### src/rtl/nco_phase_gen_if.sv
// Control/status bundle between the NCO phase generator and its host.
// Signal names keep the block's _i/_o suffixes as seen from the NCO.
interface nco_phase_gen_if #(
  parameter int PHASE_W = 32,
  parameter int RATE_W  = 16
);
  logic               enable_i;
  logic [RATE_W-1:0]  rate_div_i;
  logic [PHASE_W-1:0] ftw_i;
  logic               ftw_load_i;
  logic [PHASE_W-1:0] poff_i;
  logic               sync_i;
  logic               chirp_en_i;
  logic [PHASE_W-1:0] chirp_step_i;
  logic [PHASE_W-1:0] chirp_stop_i;
  logic [PHASE_W-1:0] phase_o;
  logic               valid_o;
  logic [PHASE_W-1:0] ftw_o;
  logic               chirp_done_o;

  modport master (
    output enable_i, rate_div_i, ftw_i, ftw_load_i, poff_i, sync_i,
           chirp_en_i, chirp_step_i, chirp_stop_i,
    input  phase_o, valid_o, ftw_o, chirp_done_o
  );

  modport slave (
    input  enable_i, rate_div_i, ftw_i, ftw_load_i, poff_i, sync_i,
           chirp_en_i, chirp_step_i, chirp_stop_i,
    output phase_o, valid_o, ftw_o, chirp_done_o
  );
endinterface

### src/rtl/nco_phase_gen.sv
// Phase accumulator with output-rate divider, phase-continuous FTW updates,
// phase offset, resync and linear FTW sweep, feeding the CORDIC phase input.
module nco_phase_gen #(
  parameter int PHASE_W = 32,
  parameter int RATE_W  = 16
) (
  input  logic          clk_i,
  input  logic          rst_ni,
  nco_phase_gen_if.slave bus
);
  typedef enum logic [1:0] {RUN, SWEEP, DONE} state_t;

  state_t             r_state, w_state_nxt;
  logic [RATE_W-1:0]  r_count, w_count_nxt;
  logic [PHASE_W-1:0] r_acc, w_acc_nxt;
  logic [PHASE_W-1:0] r_shadow, w_shadow_nxt;
  logic [PHASE_W-1:0] r_ftw, w_ftw_nxt;
  logic [PHASE_W-1:0] r_phase, w_phase_nxt;
  logic               r_pending, w_pending_nxt;
  logic               r_valid, w_valid_nxt;
  logic               r_done, w_done_nxt;

  logic               w_tick;
  logic [PHASE_W:0]   w_sum;
  logic               w_step_neg, w_step_pos, w_stop_hit;

  // Resync suppresses a tick that would otherwise be due this cycle.
  assign w_tick = bus.enable_i && !bus.sync_i && (r_count == bus.rate_div_i);

  // Bit PHASE_W of the sign-extended sum flags carry-out (up) or borrow (down).
  assign w_sum      = {1'b0, r_ftw} + {bus.chirp_step_i[PHASE_W-1], bus.chirp_step_i};
  assign w_step_neg = bus.chirp_step_i[PHASE_W-1];
  assign w_step_pos = !w_step_neg && (|bus.chirp_step_i);
  assign w_stop_hit = w_step_pos ? (w_sum[PHASE_W] || (w_sum[PHASE_W-1:0] >= bus.chirp_stop_i))
                    : w_step_neg ? (w_sum[PHASE_W] || (w_sum[PHASE_W-1:0] <= bus.chirp_stop_i))
                    : 1'b0;

  // NOTE: every always_comb output gets a default first so no path leaves it unassigned, which would infer a latch.
  always_comb begin
    w_state_nxt   = r_state;
    w_count_nxt   = r_count;
    w_acc_nxt     = r_acc;
    w_shadow_nxt  = r_shadow;
    w_ftw_nxt     = r_ftw;
    w_phase_nxt   = r_phase;
    w_pending_nxt = r_pending;
    w_valid_nxt   = w_tick;
    w_done_nxt    = r_done;

    if (bus.sync_i || !bus.enable_i || w_tick) w_count_nxt = '0;
    else                                       w_count_nxt = r_count + 1'b1;

    if (bus.sync_i) begin
      w_acc_nxt = '0;
    end else if (w_tick) begin
      w_phase_nxt = r_acc + bus.poff_i;
      w_acc_nxt   = r_acc + r_ftw;
    end

    // Only a load already pending before this edge may apply; a same-edge load waits.
    if (w_tick && (r_state == RUN) && r_pending) begin
      w_ftw_nxt     = r_shadow;
      w_pending_nxt = 1'b0;
    end
    if (bus.ftw_load_i) begin
      w_shadow_nxt  = bus.ftw_i;
      w_pending_nxt = 1'b1;
    end

    unique case (r_state)
      RUN: begin
        if (bus.chirp_en_i) w_state_nxt = SWEEP;
      end
      SWEEP: begin
        if (w_tick) begin
          if (w_stop_hit) begin
            w_ftw_nxt   = bus.chirp_stop_i;
            w_done_nxt  = 1'b1;
            w_state_nxt = DONE;
          end else begin
            w_ftw_nxt = w_sum[PHASE_W-1:0];
          end
        end
        if (!bus.chirp_en_i) begin
          w_state_nxt = RUN;
          w_done_nxt  = 1'b0;
        end
      end
      DONE: begin
        if (!bus.chirp_en_i) begin
          w_state_nxt = RUN;
          w_done_nxt  = 1'b0;
        end
      end
      default: w_state_nxt = RUN;
    endcase
  end

  // NOTE: state registers use non-blocking assignments so every flop samples pre-edge values.
  always_ff @(posedge clk_i) begin
    if (!rst_ni) begin
      r_state   <= RUN;
      r_count   <= '0;
      r_acc     <= '0;
      r_shadow  <= '0;
      r_ftw     <= '0;
      r_phase   <= '0;
      r_pending <= 1'b0;
      r_valid   <= 1'b0;
      r_done    <= 1'b0;
    end else begin
      r_state   <= w_state_nxt;
      r_count   <= w_count_nxt;
      r_acc     <= w_acc_nxt;
      r_shadow  <= w_shadow_nxt;
      r_ftw     <= w_ftw_nxt;
      r_phase   <= w_phase_nxt;
      r_pending <= w_pending_nxt;
      r_valid   <= w_valid_nxt;
      r_done    <= w_done_nxt;
    end
  end

  assign bus.phase_o      = r_phase;
  assign bus.valid_o      = r_valid;
  assign bus.ftw_o        = r_ftw;
  assign bus.chirp_done_o = r_done;
endmodule

### src/flat_wrapper.sv
// flat-port wrapper written by rule: the top's interface ports become plain ports
module nco_phase_gen_flat 
#(
  parameter int PHASE_W = 32,
  parameter int RATE_W  = 16
)
  (clk_i, rst_ni, bus_enable_i, bus_rate_div_i, bus_ftw_i, bus_ftw_load_i, bus_poff_i, bus_sync_i, bus_chirp_en_i, bus_chirp_step_i, bus_chirp_stop_i, bus_phase_o, bus_valid_o, bus_ftw_o, bus_chirp_done_o);
  nco_phase_gen_if #(.PHASE_W(PHASE_W), .RATE_W(RATE_W)) bus_i ();
  input  logic clk_i;
  input  logic rst_ni;
  input wire logic [$bits(bus_i.enable_i)-1:0] bus_enable_i;
  input wire logic [$bits(bus_i.rate_div_i)-1:0] bus_rate_div_i;
  input wire logic [$bits(bus_i.ftw_i)-1:0] bus_ftw_i;
  input wire logic [$bits(bus_i.ftw_load_i)-1:0] bus_ftw_load_i;
  input wire logic [$bits(bus_i.poff_i)-1:0] bus_poff_i;
  input wire logic [$bits(bus_i.sync_i)-1:0] bus_sync_i;
  input wire logic [$bits(bus_i.chirp_en_i)-1:0] bus_chirp_en_i;
  input wire logic [$bits(bus_i.chirp_step_i)-1:0] bus_chirp_step_i;
  input wire logic [$bits(bus_i.chirp_stop_i)-1:0] bus_chirp_stop_i;
  output wire logic [$bits(bus_i.phase_o)-1:0] bus_phase_o;
  output wire logic [$bits(bus_i.valid_o)-1:0] bus_valid_o;
  output wire logic [$bits(bus_i.ftw_o)-1:0] bus_ftw_o;
  output wire logic [$bits(bus_i.chirp_done_o)-1:0] bus_chirp_done_o;
  assign bus_i.enable_i = bus_enable_i;
  assign bus_i.rate_div_i = bus_rate_div_i;
  assign bus_i.ftw_i = bus_ftw_i;
  assign bus_i.ftw_load_i = bus_ftw_load_i;
  assign bus_i.poff_i = bus_poff_i;
  assign bus_i.sync_i = bus_sync_i;
  assign bus_i.chirp_en_i = bus_chirp_en_i;
  assign bus_i.chirp_step_i = bus_chirp_step_i;
  assign bus_i.chirp_stop_i = bus_chirp_stop_i;
  assign bus_phase_o = bus_i.phase_o;
  assign bus_valid_o = bus_i.valid_o;
  assign bus_ftw_o = bus_i.ftw_o;
  assign bus_chirp_done_o = bus_i.chirp_done_o;
  nco_phase_gen #(.PHASE_W(PHASE_W), .RATE_W(RATE_W)) u_core (.clk_i(clk_i), .rst_ni(rst_ni), .bus(bus_i));
endmodule
### config.mk
export PLATFORM = sky130hd
export DESIGN_NAME = nco_phase_gen_flat
export DESIGN_NICKNAME = d
export VERILOG_FILES = /design/src/rtl/nco_phase_gen_if.sv /design/src/rtl/nco_phase_gen.sv /design/src/flat_wrapper.sv
export SDC_FILE = /design/constraint.sdc
export NUM_CORES = 1
export LEC_CHECK = 0
export ABC_AREA = 1
export BUFFER_PORTS_ARGS = -buffer_cell sky130_fd_sc_hd__buf_2
export CORE_ASPECT_RATIO = 0.6
export CORE_MARGIN = 2
export CORE_UTILIZATION = 35
export DETAILED_ROUTE_END_ITERATION = 10
export PLACE_DENSITY = 0.63
export SYNTH_ARGS = -nofsm -noshare
export SYNTH_HDL_FRONTEND = slang
export SYNTH_SLANG_ARGS = --single-unit
### constraint.sdc
create_clock -name clk_i -period 5.54 [get_ports clk_i]
set_input_delay 0.277 -clock clk_i [delete_from_list [all_inputs] [get_ports clk_i]]
set_output_delay 0.277 -clock clk_i [all_outputs]
set_load 0.02 [all_outputs]
; ---- Word-level counts from Yosys, hierarchy flattened
; Index checks and enable logic that the tools add are counted.
[classes]
n_addsub = 4
n_lt_le_gt_ge = 2
n_eq_ne = 7
mux = 19
bitwise = 2
reduce_logical = 21
[op_table]
columns = cell, count
row1 = 32-bit two-way mux, 4
row2 = 32-bit adder, 2
row3 = 32-bit by 33-bit adder with 33-bit output, 1
row4 = 32-bit greater-or-equal comparator, 1
row5 = 32-bit less-or-equal comparator, 1
row6 = 32-bit OR reduction, 1
row7 = "16-bit by 1-bit adder with 16-bit output, second input constant", 1
row8 = 16-bit equality test, 1
row9 = 2-bit two-way mux, 5
row10 = 1-bit two-way mux, 8
row11 = 4-bit AND reduction, 2
row12 = "3-bit by 2-bit != test with 1-bit output, second input constant", 2
row13 = 2-bit one-hot mux with 3 select lines, 1
row14 = 1-bit logical AND, 5
row15 = 1-bit logical OR, 4
row16 = "2-bit != test, second input constant", 2
row17 = 2-bit nonzero test, 2
row18 = 2-bit OR reduction, 2
row19 = 1-bit logical NOT, 3
row20 = "2-bit by 1-bit equality test with 1-bit output, second input constant", 1
row21 = "2-bit equality test, second input constant", 1
row22 = 2-bit logical NOT, 1
row23 = 1-bit inverter, 2
row24 = 1-bit one-hot mux with 2 select lines, 1
row25 = 2-bit AND reduction, 1
[word_totals]
register_bits = 149
inputBits = 150
out_inout_bits = 66
wordCells = 64

; ---- Logic depth before layout (Yosys ltp)
; Gate-level depths: netlist of run 1.
[depth]
word_depth = 9
depth_mapped = 30

; ---- Worst setup path after synthesis of run 1
; OpenSTA, ideal clock, no wires.
[synth_path]
path_kind = register -> register
start = register u_core.r_ftw[0], in the netlist u_core.bus.ftw_o[0]
end = register u_core.r_ftw[31], in the netlist u_core.bus.ftw_o[31]
arrival_time_ns = 3.412
required_ns = 5.429
slack_ns = 2.017
path_stages_with_launch = 28
n_path_buf = 1
synth_period_minus_slack_ns = 3.523
cell_sequence = dfxtp_1 ha_1 fa_1 nand2_1 nand2_1 nand3_1 nand2_2 a21oi_1 o21ai_1 nand3b_1 nand2_1 nand2_1 nand2_1 ha_1 nand2_1 nor2_1 and2_1 and3_1 nand2_1 nand2_1 nand3_1 nand2_2 nand2_4 buf_2 a21oi_1 nand2_1 nand3_1 inv_1
[synth_via]
elab_chain_len = 8
elab_cells_between_ends = 10
[synth_rtl]
columns = item, line
row1 = start: declaration, nco_phase_gen.sv:17  ; logic [PHASE_W-1:0] r_ftw, w_ftw_nxt;
row2 = start signal: assignment, nco_phase_gen.sv:116  ; r_ftw <= w_ftw_nxt;
row3 = 32-bit by 33-bit adder with 33-bit output (*), nco_phase_gen.sv:31  ; assign w_sum = {1'b0, r_ftw} + {bus.chirp_step_i[PHASE_W-1], bus.chirp_step_i};
row4 = 32-bit less-or-equal comparator, nco_phase_gen.sv:35  ; : w_step_neg ? (w_sum[PHASE_W] || (w_sum[PHASE_W-1:0] <= bus.chirp_stop_i))
row5 = 1-bit logical OR, nco_phase_gen.sv:35
row6 = 1-bit two-way mux, nco_phase_gen.sv:35
row7 = 1-bit two-way mux, nco_phase_gen.sv:34  ; assign w_stop_hit = w_step_pos ? (w_sum[PHASE_W] || (w_sum[PHASE_W-1:0] >= bus.chirp_stop_i))
row8 = 32-bit two-way mux (*), nco_phase_gen.sv:76  ; if (w_stop_hit) begin
row9 = 32-bit two-way mux (*), nco_phase_gen.sv:75  ; if (w_tick) begin
row10 = 32-bit two-way mux (*), nco_phase_gen.sv:70  ; unique case (r_state)
; Mark *: on every way between the ends. The rest lies on a longest branch, timed or not.
; A chain may end at the register's enable or synchronous reset.

; ---- Final worst setup path of run 1
[layout_path]
start = register u_core.r_ftw[0], in the netlist u_core.bus.ftw_o[0]
end = register u_core.r_ftw[21], in the netlist u_core.bus.ftw_o[21]
; The elaborated chain is that of the path after synthesis.

==> key figures, run 1 <==
Logic synthesis
  • Synth Net Count: between 2000 and 2500
  • Seq/Total Area, Yosys: 23.9%
  • Fraction of the mapped netlist area in adder cells: between 10% and 20%
  • Share of Yosys cell area claimed by the top area cell type: about a quarter
  • Ys flop type: dfxtp_1
  • Ys async rst share: 0%
  • Avg Cell Area, Syn: ~6.4 µm²
  • Warnings from Yosys: 0
  • Synth top cells by count: 464 x nand2_1, 266 x nor2_1, 216 x inv_1
  • Multiplexer share of the synthesized area: 0%
  • Post-Synthesis Cells: 1959
  • Mapped Area: 12500 µm²
  • FF+latch count, synth: 149
  • EDFF count, synth: 0
  • Area share of and/or/nand/nor cells after synthesis: 30.6%
  • Synth area leaders: dfxtp_1 24%, nand2_1 14%, ha_1 13%, nor2_1 8.0%, a21oi_1 6.6%
  • Synth area leader: dfxtp_1
  • Synth Area in Compound Gates: 17.8%
  • Post-Synth XOR/XNOR Area: approximately 5.7%
  • Most common cell in the netlist: nand2_1
  • Largest family of logic cells by synthesized area: simple AND/OR/NAND/NOR gates
  • Synth cell types: 47

Worst setup path
  • WP data arrival: about 5 ns
  • R2R setup slack: between 0.8 and 0.9 ns
  • WS Path Type: reg2reg
  • End of the critical path: u_core.bus.ftw_o[21]
  • R2r worst-path depth: 28
  • CP required: between 5 and 6 ns
  • CP dominant cell by count: nand2_1
  • RR Endpoint: u_core.bus.ftw_o[21]
  • Worst setup SP type: flop
  • Slowest cell on crit path: fa_1
  • Reg-to-reg critical path startpoint: u_core.bus.ftw_o[0]
  • Worst setup EP type: flop
  • Crit path depth: 28
  • CP Max Fanout: 27
  • Crit path from: u_core.bus.ftw_o[0]
  • Crit path largest cell delay: approximately 0.4 ns
  • CP delay by family, top: simple AND/OR/NAND/NOR gates
  • CP Buf/Inv Count: 3

Clock tree
  • H-tree Lvls: 4
  • Later-pin clock latency in the skew report: between 0.4 and 0.5 ns
  • Postcts setup bufs: 0
  • CTS Buf Count: 17
  • Clock transition at path regs: roughly 0.07 ns
  • CTS resizes: 0
  • Cts hold-fix bufs: 0
  • TritonCTS clock tree: built
  • Clk buf depth: 2
  • Root Driver: clkbuf_16
  • Clock Sink Count: 149

Cells and area
  • Area grow syn2layout: 17.1%
  • Fraction of layout cells with a size suffix above 1: about 13%
  • Nets: around 2400

GRT
  • Pin count of the biggest net entering global routing: about 110
  • Antenna violations before repair: 2
  • Number of global-route vias before repair: about 12000
  • Grt peak-use layer: met1
  • Final global-route overflow total: 0
  • Met3 Use GR: 5.40%
  • GRT Total Usage: roughly a quarter
  • Met2 Usage GRT: between 30% and 40%
  • First-pass GRT wire length: a little under 70000 µm
  • Met1 Use GR: approximately two fifths

Power and ir drop
  • Switch share: 26.1%
  • Pwr/cell area: roughly 190 nW/µm²
  • Worst vdd ir: roughly 180 µV
  • Gate power share: approximately an eighth
  • P_int: a little over 2000 µW
  • Psw: about 720 µW
  • Part of the power in registers: between 30 and 40%
  • PnR Total Power: approximately 2800 µW
  • P_leak: 0.00761 µW
  • Clock share of power: 47.9%

Timing
  • Final TNS setup: 0 ns
  • Setup-failing EPs final: 0
  • Period utilisation layout: roughly 84%
  • Clk_skew: roughly 0.01 ns
  • Fin crit period: between 4 and 5 ns
  • Fmax: approximately 220 MHz
  • Hold Vio Cnt, Final: 0
  • RSZ-0062 raised after global routing: no
  • Slew Limit Fails: 0
  • Max_slew headroom: between 20% and 30%
  • Slew @ Worst Pin: 1.06 ns

Placed design
  • I/O Buffers: between 200 and 250
  • DP Wirelength: around 38000 µm
  • Final Wtd Congestion: ~1.0

Die
  • Die area: ~37000 µm²
  • Starting Density: a little over a third
  • Row count: 53
  • # IOs: 216
  • Core Region: roughly 35000 µm²
  • Die height: 150 µm
  • Die Wd: around 250 µm

Drt
  • Antenna Nets Post-Route: 0
  • Routed WL per cell: between 15 and 20 µm
  • First-pass DRT Iterations: 5
  • Drt first-iter violations: approximately 1200
  • Final WL: 46200 µm
  • Post-route DRC: 0
  • Via count: about 13000
  • Number of vias per cell: 5.12

Flow run
  • Max_cap viols: 0

Worst hold path
  • Worst hold path type: in2reg

Outcome
  • Status: complete, no violations
[metrics by stage]
stage                     cell area [µm²]  hold slack, ns  utilization, %  instances  setup slack [ns]
after global routing                14600          0.0347            41.7       2628             0.522
after floorplan                     12500           0.412               -       1959              2.02
after detailed placement            14000           0.476            39.8       2597              1.01
after CTS                           14600          0.0369            41.7       2627              1.02
final                               14600          0.0508            41.7       2628             0.899
after global placement              14000           0.463            39.8       2597              1.06
[final cells by class]
type                    instances  area, µm²
multi-input cells            1532       8410
flip-flops and latches        149       2980
fillers                      3772      20500
well taps                     467        584
clock inverters                11        199
diodes                          1       2.50
repair buffers                223       1140
inverters                     226        848
clock buffers                  19        453
[registers in the layout (all words and copies together), names as in the netlist, 2 cells and up]
| register | cells |
|---|---|
| u_core.r_state | 2 |
| u_core.bus.ftw_o | 32 |
| u_core.r_acc | 32 |
| u_core.r_count | 16 |
| u_core.bus.phase_o | 32 |
| u_core.r_shadow | 32 |
[worst min-delay path by stage]
stage / cells after the start / endpoint / from / slack [ns]
finish: 3 / u_core.r_shadow[26] / bus_ftw_i[26] / 0.05
global route: 3 / u_core.r_shadow[2] / bus_ftw_i[2] / 0.03
CTS: 3 / u_core.r_shadow[26] / bus_ftw_i[26] / 0.04
detailed placement: 1 / u_core.bus.phase_o[8] / u_core.bus.phase_o[8] / 0.48
global placement: 1 / u_core.r_count[0] / u_core.r_count[0] / 0.46
floorplan: 2 / u_core.r_shadow[0] / bus_ftw_i[0] / 0.41
[worst register-to-register path, delay by kind of cell (launching register included)]
family,cells,cell delay (ns)
AOI/OAI and AO/OA,2,0.60
adders and majority gates,3,0.93
buffers and inverters,3,0.71
DFF,1,0.36
and+or+nand+nor,20,1.98
[cell families after synthesis]
group                    after synthesis
AND/OR/NAND/NOR                      923
AO/OA/AOI/OAI                        398
buffers and inverters                278
flip-flops                           149
adder cells (fa/ha/maj)              130
XOR/XNOR                              81
[power groups by stage]
stage               clock [µW]  combinational, µW  sequential, µW
global route              1390                376            1100
detailed placement           0                330            1120
finish                    1320                335            1100
global placement             0                328            1120
CTS                       1340                332            1100
floorplan                    0                199            1120
[routing by layer]
metal | wire, µm | part of all wire [%]
met1 | 23500 | 51
met2 | 18200 | 39
met3 | 3940 | 8.5
met4 | 499 | 1.1
met5 | 0 | 0
[placed cells by master (no fill, tap or decap), types with 5 or more instances in the layout]
| cell type | count |
|---|---|
| buf_2 | 215 |
| xnor2_1 | 41 |
| nand4_1 | 21 |
| o211ai_1 | 6 |
| nor4_1 | 13 |
| a21oi_1 | 165 |
| o21a_1 | 21 |
| o21ai_0 | 130 |
| xor2_1 | 40 |
| nand2_1 | 464 |
| inv_1 | 216 |
| ha_1 | 127 |
| dfxtp_1 | 149 |
| bufinv_16 | 5 |
| nand3_1 | 113 |
| inv_2 | 10 |
| clkbuf_16 | 17 |
| nand3b_1 | 5 |
| a31oi_1 | 17 |
| a21o_1 | 15 |
| nor2_1 | 266 |
| o21bai_1 | 21 |
| nor3_1 | 20 |
| buf_4 | 8 |
No activity file was read; power rests on OpenSTA's default activity.
==> run 2: changes to the inputs <==
- ABC_AREA: 1 -> 0
- clock period: 5.54 -> 4.64 ns (I/O delays scaled with it)
==> run 2 against run 1 <==
Net effect:
- the run now ends with setup timing left
- sequential share of layout area fell by 0.77 points
- critical path depth decreased by 6
- non-clock buffer count is 130 higher
- register-to-register slack worse by 0.98 ns
- first-iteration DRC count shrank 35%
- combinational power grew 43%
- critical path type unchanged
==> key figures, run 2 <==
Outcome
  • Status: complete, but fails checks
  • Violated checks: setup timing

Die
  • # IOs: approximately 220
  • Die Wd: roughly 240 µm
  • Starting Density: between 30% and 40%
  • Core Region: between 30000 and 40000 µm²
  • Die area: around 35000 µm²
  • Die height: 145 µm
  • Row count: between 50 and 60

Placed design
  • DP Wirelength: between 30000 and 40000 µm
  • I/O Buffers: between 200 and 250
  • Final Wtd Congestion: ~0.94

Logic synthesis
  • Post-Synthesis Cells: ~1500
  • FF+latch count, synth: around 150
  • Synth Area in Compound Gates: between 20% and 30%
  • Synth area leader: dfxtp_1
  • Mapped Area: between 10000 and 15000 µm²
  • Multiplexer share of the synthesized area: 3.50%
  • Share of Yosys cell area claimed by the top area cell type: between 20% and 30%
  • Avg Cell Area, Syn: 7.85 µm²
  • Synth area leaders: dfxtp_1 26%, ha_1 14%, nand2_1 6.8%, a21oi_1 5.8%, a21o_1 4.2%
  • EDFF count, synth: 0
  • Warnings from Yosys: 0
  • Seq/Total Area, Yosys: around 26%
  • Largest family of logic cells by synthesized area: compound AO/OA/AOI/OAI gates
  • Ys async rst share: 0%
  • Synth cell types: 75
  • Post-Synth XOR/XNOR Area: 7.59%
  • Synth top cells by count: 211 x nand2_1, 149 x dfxtp_1, 136 x a21oi_1
  • Synth Net Count: about 1800
  • Fraction of the mapped netlist area in adder cells: between 10% and 20%
  • Most common cell in the netlist: nand2_1
  • Ys flop type: dfxtp_1
  • Area share of and/or/nand/nor cells after synthesis: 20.9%

GRT
  • GRT Total Usage: between 20% and 30%
  • Pin count of the biggest net entering global routing: between 70 and 80
  • First-pass GRT wire length: 64100 µm
  • Final global-route overflow total: 0
  • Antenna violations before repair: 1
  • Number of global-route vias before repair: between 10000 and 15000

Worst setup path
  • Reg-to-reg critical path startpoint: u_core.bus.ftw_o[8]
  • WP data arrival: 5.07 ns
  • Crit path largest cell delay: roughly 0.42 ns
  • Worst setup EP type: flop
  • WS Path Type: reg2reg
  • Crit path from: u_core.bus.ftw_o[8]
  • Worst setup SP type: flop
  • Slowest cell on crit path: nor4b_4
  • Worst path cell trace: ha_4 > a21o_1 > a221o_1 > nor3_4 > a31oi_4 > nor4b_4 > nor2_2 > a31oi_2 > o21a_1 > xnor2_2 > ha_1 > nand4_1 > nor3_2 > o21ai_1 > o211a_1 > and4b_1 > buf_6 > mux2i_4 > buf_12 > buf_8 > a21oi_2 > a311o_1
  • CP delay by family, top: compound AO/OA/AOI/OAI gates
  • CP Buf/Inv Count: 3
  • CP required: roughly 5 ns
  • CP Max Fanout: 6

Timing
  • Setup-failing EPs final: 19
  • Final TNS setup: -0.780 ns
  • Period utilisation layout: 102%
  • Slew Limit Fails: 0
  • RSZ-0062 raised after global routing: yes
  • Worst setup margin: -0.0830 ns
  • Slew @ Worst Pin: 1.19 ns
  • Fmax: roughly 210 MHz
  • Clk_skew: between 0.01 and 0.015 ns
  • Max_slew headroom: 20.1%
  • Fin crit period: ~4.7 ns
  • Hold Vio Cnt, Final: 0

Power and ir drop
  • Worst vdd ir: 288 µV
  • Part of the power in registers: about 40%
  • Switch share: a little over a quarter
  • P_leak: approximately 0.007 µW
  • Pwr/cell area: roughly 220 nW/µm²
  • Clock share of power: a little under half
  • Gate power share: 14.4%
  • Psw: a little under 900 µW
  • P_int: ~2400 µW

Clock tree
  • CTS Buf Count: 17
  • Later-pin clock latency in the skew report: 0.46 ns
  • H-tree Lvls: 4
  • TritonCTS clock tree: built
  • Root Driver: clkbuf_16
  • Clock Sink Count: 149
  • Clk buf depth: 2
  • Clock transition at path regs: roughly 0.07 ns

Drt
  • Routed WL per cell: ~19 µm
  • Number of vias per cell: between 5 and 6
  • Via count: 12200
  • Drt first-iter violations: around 800
  • Antenna Nets Post-Route: 0
  • Post-route DRC: 0
  • Final WL: ~42000 µm
  • First-pass DRT Iterations: 5

Flow run
  • Max_cap viols: 0

Cells and area
  • Nets: between 2000 and 2500
  • Commonest non-fill, non-tap cell in the layout: buf_2
  • N_diodes: 0
  • Fin util: about 47%
  • Area grow syn2layout: 30.6%
  • Most frequent cells in the layout: 215 x buf_2, 210 x nand2_1, 143 x dfxtp_1
  • Fraction of layout cells with a size suffix above 1: 25.6%
  • Fill cells: ~3200

Worst hold path
  • Worst hold path type: in2reg
  • Hold path start: bus_ftw_i[5]
-- run 2: cell types whose count changed in the layout (fill, tap and decap cells not counted), moves of 15 or more --
cell	previous run	this run
a211oi_1	3	21
a21o_1	15	66
a21oi_1	165	129
a311o_1	0	15
buf_4	8	114
inv_1	216	62
mux2i_1	0	37
nand2_1	464	210
nand2b_1	0	17
nand3_1	113	42
nand4_1	21	41
nor2_1	266	101
o211ai_1	6	29
o21ai_0	130	54
-- run 2: cell families after synthesis --
kind of cell,Yosys count
DFF,149
and+or+nand+nor,520
muxes,39
buffers and inverters,126
AOI/OAI and AO/OA,421
xor gates and xnor gates,101
adders and majority gates,130
-- run 2: timing repair --
item	4_1_cts	5_1_grt
pin swaps	24	60
endpoints found under the hold margin	5	0
endpoints found under the setup margin	35	35
resized for setup	43	43
cloned	2	2
buffers inserted	11	7
hold buffers	5	0
-- run 2: tightest hold or removal path: stages --
cell     delay, ns
buf_2         0.08
mux2i_1       0.06
nor2_1        0.08
-- run 2: area by class of cell --
| cell class | count | area [µm²] | share of cell area (%) |
|---|---|---|---|
| repair buffers | 353 | 2270 | 14.9 |
| well taps | 450 | 563 | 3.70 |
| inverters | 64 | 240 | 1.58 |
| flip-flops and latches | 149 | 2990 | 19.6 |
| multi-input cells | 1211 | 8540 | 56.1 |
| clock buffers | 19 | 443 | 2.91 |
| clock inverters | 13 | 181 | 1.19 |
-- run 2: worst paths after layout --
check / to / slack, ns / depth (start not counted)
max: u_core.bus.ftw_o[22] / -0.08 / 22
min reg2reg: u_core.bus.phase_o[7] / 0.45 / 2
min: u_core.r_shadow[5] / 0.02 / 3
max reg2reg: u_core.bus.ftw_o[22] / -0.08 / 22
-- run 2: metrics by stage --
stage | instances | worst slack, ns | hold slack (ns) | instance area [µm²] | total power (µW)
4_1_cts | 2251 | -0.0160 | 0.00165 | 15000 | 3310
2_1_floorplan | 1486 | 0.0230 | 0.372 | 11700 | 1550
3_3_place_gp | 2201 | -0.216 | 0.439 | 13900 | 1740
5_1_grt | 2259 | -0.259 | 0.0142 | 15200 | 3440
3_5_place_dp | 2201 | -0.321 | 0.444 | 13900 | 1740
6_report | 2259 | -0.0830 | 0.0244 | 15200 | 3320
-- run 2: per-layer routing --
| metal | vias up | GRT usage (%) | part of all wire (%) |
|---|---|---|---|
| met5 | - | 0 | 0.031 |
| met4 | 2 | 5.00 | 1.2 |
| met3 | 39 | 4.89 | 8.0 |
| met2 | 424 | 34.9 | 42 |
| met1 | 5740 | 35.1 | 48 |
| li1 | 6005 | - | - |
-- run 2: power groups by stage --
stage          sequential [µW]  combinational, µW  clock (µW)
4_1_cts                   1310                445        1560
3_5_place_dp              1340                402           0
5_1_grt                   1310                516        1620
2_1_floorplan             1330                216           0
3_3_place_gp              1340                399           0
6_report                  1310                478        1530
